**config.mk**
```make
export PLATFORM = sky130hd
export DESIGN_NAME = proc_dispatch
export DESIGN_NICKNAME = d
export VERILOG_FILES = /design/src/rtl/proc_dispatch.sv
export SDC_FILE = /design/constraint.sdc
export NUM_CORES = 1
export LEC_CHECK = 0
export BUFFER_PORTS_ARGS = -buffer_cell sky130_fd_sc_hd__buf_2
export CORE_ASPECT_RATIO = 1.5
export CORE_MARGIN = 5
export CORE_UTILIZATION = 46
export DETAILED_ROUTE_END_ITERATION = 10
export PLACE_DENSITY = 0.8
export SYNTH_ARGS = -nofsm -noshare
export SYNTH_HDL_FRONTEND = slang
export SYNTH_SLANG_ARGS = --single-unit
export TNS_END_PERCENT = 30
```
**constraint.sdc**
```tcl
create_clock -name i_clk -period 2.65 [get_ports i_clk]
set_clock_uncertainty 0.1 [all_clocks]
set_input_delay 0 -clock i_clk [delete_from_list [all_inputs] [get_ports i_clk]]
set_output_delay 0 -clock i_clk [all_outputs]
set_load 0.05 [all_outputs]
```
**src/rtl/proc_dispatch.sv**
```systemverilog
// proc_dispatch: holds one upstream command, offers it round-robin to a free
// processor until acked, tracks in-flight work and returns completions.

`ifndef PROC_COUNT
`define PROC_COUNT 4
`endif

package proc_dispatch_pkg;
  typedef logic [31:0] instr_t;
  typedef logic [7:0]  cmd_id_t;
endpackage

// One processor slot: in flight from ack to finish, then pending until popped.
module proc_dispatch_lane
  import proc_dispatch_pkg::*;
(
  input  logic    i_clk,
  input  logic    i_rst,
  input  logic    i_issue,
  input  logic    i_finish,
  input  cmd_id_t i_id,
  input  logic    i_pop,
  output logic    o_inflight,
  output logic    o_done_pend,
  output cmd_id_t o_done_id,
  output logic    o_fin_take
);
  // Finishes from a slot with nothing in flight are dropped here.
  assign o_fin_take = i_finish & o_inflight;

  // Issue and finish never coincide (issue needs the slot idle); finish and pop
  // never coincide either (pending and in-flight are exclusive).
  always_ff @(posedge i_clk) begin
    if (i_rst) begin
      o_inflight  <= 1'b0;
      o_done_pend <= 1'b0;
      o_done_id   <= '0;
    end else begin
      if (i_issue)         o_inflight <= 1'b1;
      else if (o_fin_take) o_inflight <= 1'b0;
      if (o_fin_take) begin
        o_done_pend <= 1'b1;
        o_done_id   <= i_id;
      end else if (i_pop) begin
        o_done_pend <= 1'b0;
      end
    end
  end
endmodule

module proc_dispatch
  import proc_dispatch_pkg::*;
#(
  parameter  int NPROC       = `PROC_COUNT,
  parameter  int ACK_TIMEOUT = 64,
  localparam int PW          = $clog2(NPROC)
)(
  input  logic                 i_clk,
  input  logic                 i_rst,
  input  logic                 i_cmd_valid,
  input  instr_t               i_cmd,
  output logic                 o_cmd_ready,
  output instr_t  [NPROC-1:0]  o_instr,
  output logic    [NPROC-1:0]  o_en,
  output logic    [NPROC-1:0]  o_valid,
  input  logic    [NPROC-1:0]  i_busy,
  input  logic    [NPROC-1:0]  i_ack,
  input  logic    [NPROC-1:0]  i_finish,
  input  cmd_id_t [NPROC-1:0]  i_id,
  output logic                 o_done_valid,
  output cmd_id_t              o_done_id,
  output logic    [PW-1:0]     o_done_proc,
  input  logic                 i_done_ready,
  output logic    [NPROC-1:0]  o_fault,
  output logic                 o_idle
);
  localparam int TW = $clog2(ACK_TIMEOUT);

  typedef enum logic {IDLE, OFFER} state_t;

  state_t              state;
  logic                cmd_full;
  instr_t              cmd_q;
  logic    [PW-1:0]    sel;
  logic    [PW-1:0]    rr_ptr;
  logic    [TW-1:0]    tmr;
  logic    [NPROC-1:0] inflight, done_pend, fin_take, issue, pop, elig;
  cmd_id_t [NPROC-1:0] done_id;
  logic                pick_found, done_found, ack_sel;
  logic    [PW-1:0]    pick, done_sel;

  assign o_cmd_ready  = ~cmd_full;
  assign elig         = ~i_busy & ~inflight & ~done_pend & ~o_fault;
  assign ack_sel      = (state == OFFER) & i_ack[sel];
  assign o_done_valid = done_found;
  assign o_done_id    = done_id[done_sel];
  assign o_done_proc  = done_sel;
  assign o_idle       = ~cmd_full & ~|inflight & ~|done_pend & (state == IDLE);

  // Round-robin search: first eligible processor at or after rr_ptr.
  always_comb begin
    pick_found = 1'b0;
    pick       = '0;
    for (int k = 0; k < NPROC; k++) begin
      if (!pick_found && elig[(int'(rr_ptr) + k) % NPROC]) begin
        pick_found = 1'b1;
        pick       = PW'((int'(rr_ptr) + k) % NPROC);
      end
    end
  end

  // Completions are returned lowest processor index first.
  always_comb begin
    done_found = 1'b0;
    done_sel   = '0;
    for (int p = 0; p < NPROC; p++) begin
      if (!done_found && done_pend[p]) begin
        done_found = 1'b1;
        done_sel   = PW'(p);
      end
    end
  end

  for (genvar p = 0; p < NPROC; p++) begin : g_lane
    assign o_instr[p] = cmd_q;
    assign issue[p]   = ack_sel & (sel == PW'(p));
    assign pop[p]     = o_done_valid & i_done_ready & (done_sel == PW'(p));

    proc_dispatch_lane u_lane (
      .i_clk       (i_clk),
      .i_rst       (i_rst),
      .i_issue     (issue[p]),
      .i_finish    (i_finish[p]),
      .i_id        (i_id[p]),
      .i_pop       (pop[p]),
      .o_inflight  (inflight[p]),
      .o_done_pend (done_pend[p]),
      .o_done_id   (done_id[p]),
      .o_fin_take  (fin_take[p])
    );
  end

  // Intake register plus the offer FSM; an ack in the expiry cycle beats the timeout.
  always_ff @(posedge i_clk) begin
    if (i_rst) begin
      state    <= IDLE;
      cmd_full <= 1'b0;
      cmd_q    <= '0;
      sel      <= '0;
      rr_ptr   <= '0;
      tmr      <= '0;
      o_valid  <= '0;
      o_en     <= '0;
      o_fault  <= '0;
    end else begin
      if (i_cmd_valid && !cmd_full) begin
        cmd_full <= 1'b1;
        cmd_q    <= i_cmd;
      end
      o_en <= o_en & ~fin_take;
      case (state)
        IDLE: begin
          if (cmd_full && pick_found) begin
            sel           <= pick;
            o_valid[pick] <= 1'b1;
            o_en[pick]    <= 1'b1;
            tmr           <= '0;
            state         <= OFFER;
          end
        end
        OFFER: begin
          if (i_ack[sel]) begin
            o_valid  <= '0;
            cmd_full <= 1'b0;
            rr_ptr   <= (sel == PW'(NPROC - 1)) ? '0 : sel + 1'b1;
            state    <= IDLE;
          end else if (tmr == TW'(ACK_TIMEOUT - 1)) begin
            // Dead processor: retire it and leave the command held for reissue.
            o_valid      <= '0;
            o_en[sel]    <= 1'b0;
            o_fault[sel] <= 1'b1;
            state        <= IDLE;
          end else begin
            tmr <= tmr + 1'b1;
          end
        end
        default: state <= IDLE;
      endcase
    end
  end
endmodule

```
# After elaboration in Yosys (flattened, before gate mapping)
# Cells that the tools add are included.
[word_totals]
ff_bits = 96
input_bits = 80
elab_cells = 192
[classes]
add_sub_neg = 5
n_lt_le_gt_ge = 9
eq_ne = 11
muxes = 70
bitwise = 37
n_reduce_logical = 39
[ops]
columns = ["operator", "n"]
rows = [
  ["two-way mux 1 bit", 41],
  ["two-way mux 4 bit", 6],
  ["NOT 4 bit", 6],
  ["AND 4 bit", 5],
  ["two-way mux 6 bit", 3],
  ["AND 1 bit", 17],
  ["binary-select mux 8 bit (select 2 bit)", 1],
  ["one-hot mux 4 bit (2 select lines)", 2],
  ["nonzero test 2 bit", 8],
  ["two-way mux 2 bit", 7],
  ["less-than comparator 2 x 3 -> 1 bit, second input constant", 4],
  ["less-than comparator 3 x 4 -> 1 bit, second input constant", 3],
  ["bitwise OR 4 bit", 3],
  ["one-hot mux 6 bit (2 select lines)", 1],
  ["binary-select mux 1 bit (select 2 bit)", 5],
  ["logical AND 1 bit", 10],
  ["logical NOT 1 bit", 9],
  ["== test 2 bit, second input constant", 4],
  ["two-way mux 8 bit", 1],
  ["OR reduction 4 bit", 2],
  ["adder 6 x 1 -> 6 bit, second input constant", 1],
  ["== test 6 bit, second input constant", 1],
  ["AND reduction 2 bit", 3],
  ["AND reduction 3 bit", 2],
  ["13 further kinds", 26],
]

# Longest topological paths before layout
[depth]
depth_word = 23
ltp_mapped = 6
depth_no_buf = 5

# Cells and area by module
# A second synthesis with hierarchy kept.
[unflattened]
hier_cells = 611
hier_area_um2 = 5121.2
[modules_own_cells]
columns = ["mod", "instances", "cells_each", "area_per_inst_um2", "seq_area_each_um2"]
rows = [
  ["proc_dispatch", 1, 427, 3349.5, 1121.1],
  ["proc_dispatch_lane", 4, 46, 442.9, 200.2],
]

# Least setup slack after synthesis
# No wires, ideal clock.
[synth_path]
path_kind = "register -> output"
from = "register g_lane[2].u_lane.o_done_pend"
to = "output o_idle"
arrival_time_ns = 2.744
t_required_ns = 2.550
slack_ns = -0.194
stages_incl_launch_ff = 6
cell_sequence = "dfxtp_1 > clkbuf_1 > clkbuf_1 > nor2_1 > nand2_1 > nor4_1"
[synth_between]
elab_chain_cells = 4
[synth_rtl]
columns = ["element", "line", "text"]
rows = [
  ["start: declaration", "24", "output logic o_done_pend,"],
  ["start signal: assignment", "36", "o_done_pend <= 1'b0;"],
  ["start signal: assignment", "42", "o_done_pend <= 1'b1;"],
  ["start signal: assignment", "45", "o_done_pend <= 1'b0;"],
  ["OR reduction 4 bit", "98", "assign o_idle = ~cmd_full & ~|inflight & ~|done_pend & (state == IDLE);"],
  ["logical NOT 1 bit", "98", ""],
  ["AND 1 bit (2 in a row)", "98", ""],
  ["end: declaration", "75", "output logic o_idle"],
]
# Every way passes these cells.

# Worst setup path in the final report
[layout_path]
from = "register g_lane[2].u_lane.o_done_pend"
to = "register o_valid[3]"
[layout_between]
elab_chain_cells = 22
elab_cells_between_ends = 39
cone_classes = "2 x order compare; 1 x eq/ne; 23 x mux; 4 x bitwise; 9 x reduce/logical"
[layout_rtl]
columns = ["element", "line", "text"]
rows = [
  ["NOT 4 bit (*)", "93", "assign elig = ~i_busy & ~inflight & ~done_pend & ~o_fault;"],
  ["AND 4 bit (*) (2 in a row)", "93", ""],
  ["binary-select mux 1 bit (select 2 bit)", "105", "if (!pick_found && elig[(int'(rr_ptr) + k) % NPROC]) begin"],
  ["two-way mux 1 bit (not written as such)", "105", ""],
  ["two-way mux 1 bit", "105", ""],
  ["logical NOT 1 bit", "105", ""],
  ["logical AND 1 bit", "105", ""],
  ["two-way mux 1 bit", "105", ""],
  ["[... 5 more ...]", "n/a", ""],
  ["two-way mux 2 bit", "105", ""],
  ["less-than comparator 2 x 3 -> 1 bit (not written as such) or >= comparator 2 x 1 -> 1 bit (tied branches)", "165", "o_valid[pick] <= 1'b1;"],
  ["logical AND 1 bit (not written as such)", "165", ""],
  ["two-way mux 1 bit (not written as such)", "165", ""],
  ["demux 1 bit (select 2 bit)", "165", ""],
  ["bitwise OR 4 bit (no line)", "n/a", ""],
  ["two-way mux 4 bit", "163", "if (cmd_full && pick_found) begin"],
  ["one-hot mux 4 bit (2 select lines)", "161", "case (state)"],
  ["end signal: indexed assignment", "165", ""],
  ["end signal: assignment", "173", "o_valid <= '0;"],
  ["end signal: assignment", "179", "o_valid <= '0;"],
  ["end: declaration", "65", "output logic [NPROC-1:0] o_valid,"],
]
# Mark *: on every way between the ends. The rest lies on a longest branch, timed or not. The select of a mux whose other input is x is not followed.
# A chain may end at the register's enable or synchronous reset.

==> parameters.txt <==
Parameter                              Value

Status
  Status    finished, final reports clean

Global routing
  Vias in the first global route    roughly 4,300
  Total gr overflow    0
  Total routing resource utilization after global routing    approximately 22%
  Maximum number of pins on one net before global-route repair    36
  Number of antenna violations at the first check in global routing    1
  Wire length of the first global-routing pass    approximately 21,000 µm

Synthesis
  Most numerous cell types in the synthesized netlist    sky130_fd_sc_hd__nand2_1, sky130_fd_sc_hd__a21oi_1, sky130_fd_sc_hd__buf_4, sky130_fd_sc_hd__dfxtp_1, sky130_fd_sc_hd__nor2_1
  Synthesized-area fraction occupied by and/or/nand/nor cells    21.74%
  Most area-consuming cells after synthesis    sky130_fd_sc_hd__dfxtp_1, sky130_fd_sc_hd__buf_4, sky130_fd_sc_hd__nand2_1
  EDFF count, synth    0
  Net count after synthesis    between 600 and 700
  Area fraction of the dominant cell type after synthesis    around two fifths
  Number of storage elements in the synthesis netlist    96
  Combinational family with the most area after synthesis    simple AND/OR/NAND/NOR gates
  Adder and majority gate portion of the synthesized area    between 1 and 1.5%
  Xor/xnor cell area share of the yosys netlist    less than 1%
  Synthesized area per cell    a little under 8 µm²
  Register area share after synthesis    approximately two fifths
  Mux contribution to synthesized area    0.9336%
  Gate count after technology mapping    between 600 and 700
  Most instantiated flip-flop cell in the synthesis netlist    sky130_fd_sc_hd__dfxtp_1
  Mapped Area    roughly 0.0047 mm²
  YS warnings    0
  Count of different cell masters after synthesis    46
  Count leader, synth    sky130_fd_sc_hd__nand2_1
  Share of flip-flops with an asynchronous set or reset after synthesis    0%
  Cell taking the most area after synthesis    sky130_fd_sc_hd__dfxtp_1
  Synthesized-area fraction occupied by ao, oa, aoi and oai cells    between 10% and 20%

Worst setup path
  Cells along the critical path    nor4_1 -> o41ai_1 -> a2111o_1 -> nor2_1 -> o21a_1
  Nature of the critical path startpoint    flop
  Critical Path Start    g_lane[2].u_lane.o_done_pend
  Critical Setup Path Class    flop to flop
  Source of the worst register-to-register timing path    g_lane[2].u_lane.o_done_pend
  Arrival time of data at the critical path endpoint    about 2400 ps
  Crit-path slowest cell    sky130_fd_sc_hd__o41ai_1
  Required arrival time at the worst endpoint    between 2000 and 3000 ps
  Setup crit end kind    flop
  Highest fanout seen on the critical path    22
  Peak per-stage delay on the critical path    between 700 and 800 ps

Die
  Core Footprint    ~0.01 mm²
  Die Wd    between 90 and 100 µm
  I/O pin total    about 230
  Height of the die    133.7 µm
  Count of standard-cell rows    45
  Initial Utilization    between 40% and 50%
  Die area    0.01236 mm²

Clock network
  Htree depth    3
  Maximum clock path buffer count    2
  Root buffer cell    sky130_fd_sc_hd__clkbuf_16
  Clk slew on worst S/H paths    ~60 ps
  Clock tree from TritonCTS    built
  Clk sinks    96
  Setup bufs post-CTS    0
  Clock latency reported for the late side of the worst-skew pair    ~340 ps
  Number of buffers added by the clock tree synthesis step    9

Power and ir drop
  Power per cell area    between 600 and 700 mW/mm²
  Cell leakage power    just under 3 nW
  Worst vdd rail ir drop    between 0.2 and 0.3 mV

Hold path
  Launch point of the worst hold path    i_rst
  Type of the most critical hold path    primary input to flop

Job
  Number of max-capacitance violations reported    0

Detailed routing
  1st-pass router iterations    5
  ANT nets after route    0
  Post-detailed-routing wire length    approximately 15,000 µm
  DRC    0
  Routed vias    roughly 4,700
  Avg Vias per Cell    between 5 and 6
  Final routed wire length divided by cell count    around 16 µm
  DRT iter0 DRCs    between 200 and 250

Final layout
  Share of cells above drive strength 1    around a third
  Area grow syn2layout    32.73%
  Final design utilization    between 60% and 70%
  Cell area after layout    just over 0.006 mm²
  Final std cells w/o fill    just over 900
  FILL cells    between 800 and 900
  Count of nets after finishing    about 880

STA
  F_max    about 440 MHz
  Transition time at the pin with the least slew margin    about 760 ps
  Number of slew-limit violations in the final report    0
  Number of setup violations in the final report    0
  Tmin final    between 2000 and 2500 ps
  Fin. Hold Viols    0
  Period utilisation layout    between 80% and 90%
  Total negative setup slack    0 ps
  RSZ-0062 raised after global routing    false
  Worst max-slew margin expressed relative to the limit    approximately half

Placed design
  Placed Cells incl. Taps    about 830
  Placed cell area    approximately 0.0052 mm²
  Number of I/O port buffers    between 200 and 250
  Gp weighted congestion    ~0.93
  Post-detail-place hpwl    roughly 10,000 µm
## final timing paths
check / depth (start not counted) / slack [ps] / end
min reg2reg: 2 / 350 / g_lane[0].u_lane.o_done_id[5]
min: 2 / 50 / g_lane[2].u_lane.o_inflight
max: 5 / 370 / o_valid[3]
max reg2reg: 5 / 370 / o_valid[3]
## per-stage QoR
| step | total power, mW | hold WS, ps | setup WS (ps) |
|---|---|---|---|
| 6_report | 3.779 | 52.36 | 366.0 |
| 5_1_grt | 3.927 | 89.19 | 249.2 |
| 4_1_cts | 3.803 | 34.09 | 489.6 |
| 3_5_place_dp | 2.401 | 148.0 | 492.8 |
| 3_3_place_gp | 2.393 | 141.4 | 574.5 |
| 2_1_floorplan | 2.289 | 35.96 | 376.8 |
## timing repair
action                                 CTS  global route
hold buffers                            70             0
resized for setup                        0             0
endpoints found under the hold margin   73             0
## final cells by class
cell class                      instances  area (µm²)  share of cell area (%)
Timing Repair Buffer                  307        1899                   30.51
Sequential cell                        96        1922                   30.87
Antenna cell                            1       2.502                 0.04019
Inverter                                7       26.28                  0.4220
Clock inverter                          4       51.30                  0.8240
Multi-Input combinational cell        377        1922                   30.87
Tap cell                              117       146.4                   2.351
Clock buffer                           12       256.5                   4.120
## placed cells by master (no fill, tap or decap), types with 2 or more instances in the layout
| cell | instances |
|---|---|
| sky130_fd_sc_hd__dlygate4sd3_1 | 70 |
| sky130_fd_sc_hd__nand3_1 | 2 |
| sky130_fd_sc_hd__a21oi_1 | 99 |
| sky130_fd_sc_hd__a221o_1 | 2 |
| sky130_fd_sc_hd__nand3b_1 | 7 |
| sky130_fd_sc_hd__buf_4 | 5 |
| sky130_fd_sc_hd__nor4_1 | 2 |
| sky130_fd_sc_hd__xor2_1 | 4 |
| sky130_fd_sc_hd__nand4_1 | 3 |
| sky130_fd_sc_hd__o21ai_0 | 12 |
| sky130_fd_sc_hd__dfxtp_1 | 96 |
| sky130_fd_sc_hd__a211oi_1 | 2 |
| sky130_fd_sc_hd__clkbuf_8 | 2 |
| sky130_fd_sc_hd__nor3_1 | 4 |
| sky130_fd_sc_hd__inv_1 | 7 |
| sky130_fd_sc_hd__buf_2 | 232 |
| sky130_fd_sc_hd__and2_1 | 5 |
| sky130_fd_sc_hd__nor2b_1 | 7 |
| sky130_fd_sc_hd__nor4_2 | 2 |
| sky130_fd_sc_hd__nand2b_1 | 3 |
| sky130_fd_sc_hd__nor2_1 | 32 |
| sky130_fd_sc_hd__nand2_1 | 159 |
| sky130_fd_sc_hd__ha_1 | 5 |
| sky130_fd_sc_hd__clkbuf_16 | 9 |
| sky130_fd_sc_hd__or4_1 | 2 |
| sky130_fd_sc_hd__a22oi_1 | 2 |
## sequential cells by signal (all words and copies together), names as in the netlist
signal                     cells
cmd_q                         32
g_lane.u_lane.o_done_id       32
tmr                            6
g_lane.u_lane.o_done_pend      4
g_lane.u_lane.o_inflight       4
o_en                           4
o_fault                        4
o_valid                        4
rr_ptr                         2
sel                            2
cmd_full                       1
state                          1
## critical path: cells and delay by family (launching register included)
family | cells | cell delay (ps)
AO/OA/AOI/OAI | 3 | 1160
AND/OR/NAND/NOR | 2 | 240
flip-flops | 1 | 670
## routing by layer
metal | GRT usage [%] | part of all wire [%]
met1 | 23.60 | 38
met2 | 39.24 | 51
met4 | 11.07 | 3.9
met3 | 5.311 | 7.6
met5 | 0 | 0
## where the power goes
group          total, mW  switching (mW)  leakage, nW  internal (mW)
registers           1.54          0.0518        0.779           1.49
logic              0.920           0.663         1.99          0.256
clock network       1.32           0.535        0.149          0.785
## cells by family (layout without fill, tap and decap cells)
group                      Yosys count  count (layout)
DFF                                 96              96
muxes                                3               3
buffers and inverters              132             330
AOI/OAI and AO/OA                  131             131
other                                0               1
and+or+nand+nor                    234             234
adders and majority gates            5               5
xor gates and xnor gates             4               4
Note: power is estimated with default switching activity, not from simulation.
